<file path="src/rtl/shift_serializer_piso_if.sv">
// Upstream word handshake into shift_serializer_piso: one parallel word plus
// the direction it must be shifted out in.
interface shift_serializer_piso_if #(
   parameter int WIDTH = 4
);
   logic [WIDTH-1:0] in_data;
   logic             in_dir;
   logic             in_valid;
   logic             in_ready;

   modport master (
      output in_data,
      output in_dir,
      output in_valid,
      input  in_ready
   );

   modport slave (
      input  in_data,
      input  in_dir,
      input  in_valid,
      output in_ready
   );
endinterface

</file>
<file path="src/rtl/shift_serializer_piso.sv">
// Parallel-in/serial-out stage feeding the bidirectional serial-in shift register:
// emits one bit per clock, and ser_dir lets the downstream register rebuild the word.
module shift_serializer_piso #(
   parameter int WIDTH = 4
) (
   input  logic                    clk,
   input  logic                    rst_n,
   shift_serializer_piso_if.slave  up,
   input  logic                    pause,
   output logic                    ser_d,
   output logic                    ser_en,
   output logic                    ser_dir,
   output logic                    word_done,
   output logic [15:0]             words_sent
);

   localparam int CNT_W = $clog2(WIDTH);

   typedef enum logic [0:0] {
      IDLE  = 1'b0,
      SHIFT = 1'b1
   } state_t;

   state_t             state_r;
   state_t             state_nxt_s;
   logic [WIDTH-1:0]   hold_r;
   logic [CNT_W-1:0]   count_r;
   logic               dir_r;
   logic [15:0]        words_sent_r;
   logic               last_s;
   logic               in_ready_s;
   logic               accept_s;
   logic               advance_s;
   logic               ser_d_s;
   logic               ser_en_s;

   // Next-state and output decode; only registered state and pause reach the outputs
   always_comb begin
      state_nxt_s = state_r;
      ser_en_s    = 1'b0;
      ser_d_s     = 1'b0;
      last_s      = 1'b0;
      in_ready_s  = 1'b0;
      case (state_r)
         IDLE: begin
            in_ready_s = 1'b1;
            if (up.in_valid) begin
               state_nxt_s = SHIFT;
            end else begin
               state_nxt_s = IDLE;
            end
         end
         SHIFT: begin
            ser_en_s = ~pause;
            ser_d_s  = dir_r ? hold_r[0] : hold_r[WIDTH-1];
            if (!pause && (count_r == {CNT_W{1'b0}})) begin
               // Last bit: a waiting word is taken now so the stream stays gapless
               last_s     = 1'b1;
               in_ready_s = 1'b1;
               if (up.in_valid) begin
                  state_nxt_s = SHIFT;
               end else begin
                  state_nxt_s = IDLE;
               end
            end else begin
               state_nxt_s = SHIFT;
            end
         end
         default: begin
            state_nxt_s = IDLE;
         end
      endcase
   end

   assign accept_s  = up.in_valid & in_ready_s;
   assign advance_s = (state_r == SHIFT) & ~pause;

   // State register
   always_ff @(posedge clk or negedge rst_n) begin
      if (!rst_n) begin
         state_r <= IDLE;
      end else begin
         state_r <= state_nxt_s;
      end
   end

   // Holding register, bit counter and latched direction
   always_ff @(posedge clk or negedge rst_n) begin
      if (!rst_n) begin
         hold_r  <= {WIDTH{1'b0}};
         count_r <= {CNT_W{1'b0}};
         dir_r   <= 1'b0;
      end else if (accept_s) begin
         hold_r  <= up.in_data;
         dir_r   <= up.in_dir;
         count_r <= CNT_W'(WIDTH - 1);
      end else if (advance_s) begin
         // Shift toward the end just emitted so the next bit lands on that end
         if (dir_r) begin
            hold_r <= {1'b0, hold_r[WIDTH-1:1]};
         end else begin
            hold_r <= {hold_r[WIDTH-2:0], 1'b0};
         end
         count_r <= count_r - CNT_W'(1);
      end else begin
         hold_r  <= hold_r;
         count_r <= count_r;
      end
   end

   // Completed-word counter, free-running wrap
   always_ff @(posedge clk or negedge rst_n) begin
      if (!rst_n) begin
         words_sent_r <= 16'd0;
      end else if (last_s) begin
         words_sent_r <= words_sent_r + 16'd1;
      end else begin
         words_sent_r <= words_sent_r;
      end
   end

   assign ser_d       = ser_d_s;
   assign ser_en      = ser_en_s;
   assign ser_dir     = dir_r;
   assign word_done   = last_s;
   assign up.in_ready = in_ready_s;
   assign words_sent  = words_sent_r;

endmodule

</file>
<file path="src/flat_wrapper.sv">
// flat-port wrapper written by rule: the top's interface ports become plain ports
module shift_serializer_piso_flat 
#(
   parameter int WIDTH = 4
)
  (clk, rst_n, pause, ser_d, ser_en, ser_dir, word_done, words_sent, up_in_data, up_in_dir, up_in_valid, up_in_ready);
  shift_serializer_piso_if #(.WIDTH(WIDTH)) up_i ();
  input  logic clk;
  input  logic rst_n;
  input  logic pause;
  output logic ser_d;
  output logic ser_en;
  output logic ser_dir;
  output logic word_done;
  output logic [15:0] words_sent;
  input wire logic [$bits(up_i.in_data)-1:0] up_in_data;
  input wire logic [$bits(up_i.in_dir)-1:0] up_in_dir;
  input wire logic [$bits(up_i.in_valid)-1:0] up_in_valid;
  output wire logic [$bits(up_i.in_ready)-1:0] up_in_ready;
  assign up_i.in_data = up_in_data;
  assign up_i.in_dir = up_in_dir;
  assign up_i.in_valid = up_in_valid;
  assign up_in_ready = up_i.in_ready;
  shift_serializer_piso #(.WIDTH(WIDTH)) u_core (.clk(clk), .rst_n(rst_n), .up(up_i), .pause(pause), .ser_d(ser_d), .ser_en(ser_en), .ser_dir(ser_dir), .word_done(word_done), .words_sent(words_sent));
endmodule
</file>
<file path="config.mk">
export PLATFORM = sky130hd
export DESIGN_NAME = shift_serializer_piso_flat
export DESIGN_NICKNAME = d
export VERILOG_FILES = /design/src/rtl/shift_serializer_piso_if.sv /design/src/rtl/shift_serializer_piso.sv /design/src/flat_wrapper.sv
export SDC_FILE = /design/constraint.sdc
export NUM_CORES = 1
export LEC_CHECK = 0
export ABC_AREA = 1
export CORE_UTILIZATION = 30
export CTS_CLUSTER_SIZE = 20
export DETAILED_ROUTE_END_ITERATION = 7
export SLEW_MARGIN = 10
export SYNTH_ARGS = -nofsm -noshare
export SYNTH_HDL_FRONTEND = slang
export SYNTH_SLANG_ARGS = --single-unit
</file>
<file path="constraint.sdc">
create_clock -name clk -period 1.9 [get_ports clk]
set_clock_uncertainty 0.2 [all_clocks]
set_input_delay 0.38 -clock clk [delete_from_list [all_inputs] [get_ports clk]]
set_output_delay 0.38 -clock clk [all_outputs]
set_load 0.01 [all_outputs]
</file>
==> Yosys cells after proc, flatten, opt, wreduce, memory -nomap -nowiden <==
Index checks and enable logic that the tools add are counted.
{ "classes": {"add_sub_neg": 2, "muxes": 14, "bitwise_logic": 4, "reduce_logical": 4} }
{ "op_table": {"columns": ["operator", "n"], "rows": [
  ["16-bit by 1-bit adder with 16-bit output, second input constant", 1],
  ["4-bit 2-to-1 mux", 3],
  ["1-bit 2-to-1 mux", 7],
  ["2-bit 2-to-1 mux", 2],
  ["1-bit one-hot mux with 2 select lines", 2],
  ["1-bit AND", 2],
  ["2-bit zero test", 1],
  ["1-bit NOT", 2],
  ["2-bit nonzero test", 1],
  ["2-bit by 1-bit subtractor with 2-bit output, second input constant", 1],
  ["1-bit logical AND", 1],
  ["1-bit zero test", 1]
]} }
{ "totals": {"regBits": 24, "inputBits": 9, "output_inout_bits": 21} }

==> Depth between registers and ports, before layout <==
Gate-level depths: netlist (run 1).
{ "logic_depth": {"depth_word": 6, "depth_mapped": 8, "ltp_nobuf": 8} }

==> Worst setup path before layout (run 1) <==
OpenSTA, ideal clock, no wires.
{ "synth_path": {"kind": "register to register", "startpoint": "register u_core.count_r[0]", "endpoint": "register u_core.hold_r[3]", "setup_ps": 126, "t_arrival_ps": 1173, "slack_ps": 401, "path_stages_with_launch": 8, "n_path_buf": 0, "period_less_slack_ps": 1499, "cell_sequence": "dfrtp_1 > inv_1 > ha_1 > nand2_1 > nand2_1 > nand2_4 > o21ai_0 > a21oi_1"} }
{ "synth_via": {"elab_chain_cells": 6, "elab_cells_between_ends": 7} }
{ "synth_lines": {"columns": ["item", "line_no", "source"], "rows": [
  ["start, declared", "shift_serializer_piso.sv:27", "logic [CNT_W-1:0] count_r;"],
  ["start signal, assigned", "shift_serializer_piso.sv:91", "count_r <= {CNT_W{1'b0}};"],
  ["start signal, assigned", "shift_serializer_piso.sv:96", "count_r <= CNT_W'(WIDTH - 1);"],
  ["start signal, assigned", "shift_serializer_piso.sv:104", "count_r <= count_r - CNT_W'(1);"],
  ["2-bit zero test (*)", "shift_serializer_piso.sv:56", "if (!pause && (count_r == {CNT_W{1'b0}})) begin"],
  ["1-bit logical AND (*)", "shift_serializer_piso.sv:56", null],
  ["1-bit 2-to-1 mux (*)", "shift_serializer_piso.sv:56", null],
  ["1-bit one-hot mux with 2 select lines (*)", "shift_serializer_piso.sv:44", "case (state_r)"],
  ["via up_in_ready", "flat_wrapper.sv:19", "output wire logic [$bits(up_i.in_ready)-1:0] up_in_ready;"],
  ["1-bit AND (*)", "shift_serializer_piso.sv:75", "assign accept_s = up.in_valid & in_ready_s;"],
  ["4-bit 2-to-1 mux or 2-bit nonzero test (tied branches)", null, null],
  ["end signal, assigned", "shift_serializer_piso.sv:90", "hold_r <= {WIDTH{1'b0}};"],
  ["end signal, assigned", "shift_serializer_piso.sv:94", "hold_r <= up.in_data;"],
  ["end signal, assigned", "shift_serializer_piso.sv:100", "hold_r <= {1'b0, hold_r[WIDTH-1:1]};"],
  ["end, declared", "shift_serializer_piso.sv:26", "logic [WIDTH-1:0] hold_r;"]
]} }
Mark *: on every way through the listed nets, which the timed path passes. The rest lies on a longest branch.
A chain may end at the register's enable or synchronous reset.

==> Worst setup path in the final report (run 1) <==
{ "layout_path": {"startpoint": "register u_core.words_sent_r[0], in the netlist u_core.words_sent[0]", "endpoint": "output words_sent[0]"} }
{ "layout_rtl": {"columns": ["item", "line_no", "source"], "rows": [
  ["start, declared", "shift_serializer_piso.sv:29", "logic [15:0] words_sent_r;"],
  ["start signal, assigned", "shift_serializer_piso.sv:116", "words_sent_r <= words_sent_r + 16'd1;"],
  ["start signal, assigned", "shift_serializer_piso.sv:118", "words_sent_r <= words_sent_r;"],
  ["end, declared", "flat_wrapper.sv:15", "output logic [15:0] words_sent;"]
]} }
No word-level cell between the ends.

==> metrics list, run 1 <==
- Initial antenna violation count: 0
- The netlist uses 23 different library cells.
- Final period util: 0.969
- Global-route wire length before repair: 4.21 mm
- Static leakage: 0.809 nW
- Post-Synth XOR/XNOR Area: 0.0909
* CTS Hold Buffers Added: 0
* Longest individual stage delay on the worst path: 0.56 ns
- Share of the yosys chip area belonging to registers: 0.480
* Layout overhead on the synthesized area: 40.0%
- For this run, the top clock speed supported by timing is between 500 and 600 MHz.
* Clock-pin slew on the worst setup and hold paths: 0.09 ns
- Ratio of routed vias to standard cells: between 4 and 5
* Clock buffer depth: 2
- The repair_antennas step left the layout with diodes totalling 0.
- Area fraction in and, or, nand and nor cells after synthesis: 0.279
- Cell-by-cell listing of the critical path: clkdlybuf4s50_1
* Critical Path Slowest Stage Cell: sky130_fd_sc_hd__clkdlybuf4s50_1
* MaxCap Viol Count: 0
- Tightest Pin Transition: 0.308 ns
- Syn Area/Cell: 8.70 um^2
- Most frequent standard cell in the layout excluding fill and tap cells: sky130_fd_sc_hd__nand2_1
- Post-Syn Instances: 144
- Minimum clock period after layout: 1.84 ns
- Number of detailed-routing iterations run before antenna repair: 4
* Final slew viol count: 0
- Initial core utilization: 0.313
- Worst Path Max Fanout: 4
- Dpl hpwl: roughly 1.9 mm
* Class of the most critical hold timing path: in -> async
* GR Util All Layers: 0.125
- Endpoint arrival time on the critical path: 1.26 ns
* Synth Cell Area: about 1300 um^2
- Setup repair after global routing missed its margin: false
* Final-layout worst hold slack: ~0.27 ns
* Kind of cell adding the most delay to the critical path: buffers and inverters
- Maximum vdd ir drop: 0.563 mV
* Synthesized-area fraction occupied by ao, oa, aoi and oai cells: 0.0659
- Setup TNS: 0 ns
- Number of standard-cell rows in the floorplan: 23
- The detailed router finished its first iteration with 65 violations.
- The count of buffers added on input and output ports is 29.
- Entering global routing, the biggest net connects 25 pins.
* Critical path launch point type: register
- Total clock sinks: 24
* Number of storage elements in the synthesis netlist: 24
- In the routed design, unresolved DRC markers number 0.
* Kind of end point of the critical path: output port
* Post-Synth Adder-Cell Area: 0.0200
* CTS tree: done
* Number of CTS-inserted buffers: 3
* Count of buffering cells on the critical path with inverters included: 1
* Mux share of post-synthesis cell area: 0
- After synthesis, the largest family of logic cells by area is simple AND/OR/NAND/NOR gates.
- Worst relative slew slack: 0.795
- The number of global-route vias before repair came to 1027.
- The critical path is of the reg -> out type.
* Status: complete, no violations
- Count of boundary I/O pins: 30
- Most used cells in the layout excluding fill and tap cells: 39 x sky130_fd_sc_hd__nand2_1, 24 x sky130_fd_sc_hd__clkdlybuf4s50_1, 21 x sky130_fd_sc_hd__dfrtp_1, 15 x sky130_fd_sc_hd__inv_1
- Data required time at the worst endpoint: around 1.3 ns
* Area of the core: 4000 um^2
* Wire length after detailed routing: around 2.4 mm
* Setup-failing EPs final: 0
- Synthesis produced a netlist with a net count of ~160.
- Overflow left after global routing: 0
- Routed len/inst: 10.2 um
- Ratio of total power to cell area: between 1000 and 1500 nW/um^2
- Die Area: between 4000 and 5000 um^2
- Total via count after detailed routing: 1066
- The total count of hold-check failures in the final report is 0.
- From left edge to right edge, the die measures between 60 and 70 um.
- OpenSTA, run right after detailed placement, puts the worst setup slack at -0.300 ns.
- At the later pin of the worst-skew pair, clock insertion delay measures 0.27 ns.
* Antenna Violating Nets Remaining: 0
* Share of final-layout standard cells stronger than drive strength 1: 0.194
- In the post-route analysis, the smallest setup slack over all paths is between 0.05 and 0.06 ns.
- The congestion estimate from routability-driven global placement came to about 0.79.
* Chip height: approximately 67 um
- The Yosys step of the flow raised 0 warnings.
- # nets final: 198
- Root Driver: sky130_fd_sc_hd__clkbuf_8
* Clock H-tree levels: 1
-- timing repair --
action | 4_1_cts | 5_1_grt
endpoints found under the setup margin | 4 | 7
buffers inserted | 1 | 1
gates resized for setup | 7 | 9
pin swaps | 1 | 0
-- sequential cells by signal, indices dropped and copies added (netlist names) --
signal             cells
u_core.state_r         1
u_core.hold_r          4
u_core.count_r         2
u_core.ser_dir         1
u_core.words_sent     16
-- routing by layer --
| metal | GRT usage | share of wire |
|---|---|---|
| met1 | 0.142 | 0.45 |
| met2 | 0.221 | 0.49 |
| met3 | 0.0360 | 0.056 |
| met4 | 0.0452 | 0.0092 |
| met5 | 0 | 0 |
-- power breakdown --
| part | leakage, nW | switching (mW) | internal, mW |
|---|---|---|---|
| sequential | 0.292 | 0.104 | 0.634 |
| clock | 0.0357 | 0.167 | 0.282 |
| combinational | 0.481 | 0.363 | 0.357 |
| total | 0.809 | 0.634 | 1.27 |
-- final cells by class --
cell class | instances | area, um^2
multi-input combinational | 99 | 583
sequential | 24 | 604
fill | 385 | 2250
inverter | 21 | 81.3
clock inverter | 1 | 30.0
timing repair buffer | 38 | 350
tap | 50 | 62.6
clock buffer | 3 | 41.3
-- worst paths after layout --
check / slack (ns) / endpoint / depth (start not counted) / start
min: 0.27 / u_core.words_sent[4] / 2 / rst_n
max in group asynchronous: 0.98 / u_core.words_sent[2] / 2 / rst_n
min reg2reg: 0.32 / u_core.words_sent[5] / 1 / u_core.words_sent[5]
max reg2reg: 0.35 / u_core.words_sent[13] / 7 / u_core.count_r[1]
max: 0.06 / words_sent[0] / 1 / u_core.words_sent[0]
min in group clk: 0.32 / u_core.words_sent[5] / 1 / u_core.words_sent[5]
-- cell usage after synthesis (all sizes together) --
library cell  count  share of area
xor2              6          0.042
a21oi             3          0.012
dfrtp            24           0.48
nand4             4          0.020
o211ai            5          0.030
xnor2             7          0.049
nand3             7          0.042
inv              21          0.065
o21ai             6          0.024
nor2             14          0.060
ha                2          0.020
nor3              2          0.012
nand2            43           0.14
-- per-stage QoR --
| stage | std cells | utilization | area (um^2) | power [mW] |
|---|---|---|---|---|
| floorplan | 144 | - | 1250 | 1.13 |
| global placement | 230 | 0.414 | 1660 | 1.44 |
| detailed placement | 230 | 0.414 | 1660 | 1.46 |
| CTS | 235 | 0.436 | 1740 | 1.92 |
| global route | 236 | 0.438 | 1750 | 2.04 |
| finish | 236 | 0.438 | 1750 | 1.91 |
-- cell families (layout without fill, tap and decap cells) --
kind of cell	after synthesis	in the layout
buffers and inverters	21	63
xor gates and xnor gates	13	13
AOI/OAI and AO/OA	14	14
and+or+nand+nor	70	70
adders and majority gates	2	2
DFF	24	24
Note: power is estimated with default switching activity, not from simulation.
==> run 2: changes to the inputs <==
--- a/config.mk
+++ b/config.mk
@@ -13,3 +13,4 @@
 export SYNTH_ARGS = -nofsm -noshare
 export SYNTH_HDL_FRONTEND = slang
 export SYNTH_SLANG_ARGS = --single-unit
+export TNS_END_PERCENT = 100
==> results of run 2 <==
Final layout, timing and power as in run 1 (identical DEF).
==> run 3: changes to the inputs <==
--- a/config.mk
+++ b/config.mk
@@ -9,6 +9,7 @@
 export CORE_UTILIZATION = 30
 export CTS_CLUSTER_SIZE = 20
 export DETAILED_ROUTE_END_ITERATION = 7
+export HOLD_SLACK_MARGIN = 0.03
 export SLEW_MARGIN = 10
 export SYNTH_ARGS = -nofsm -noshare
 export SYNTH_HDL_FRONTEND = slang
==> results of run 3 <==
Final layout, timing and power as in run 1 (identical DEF).
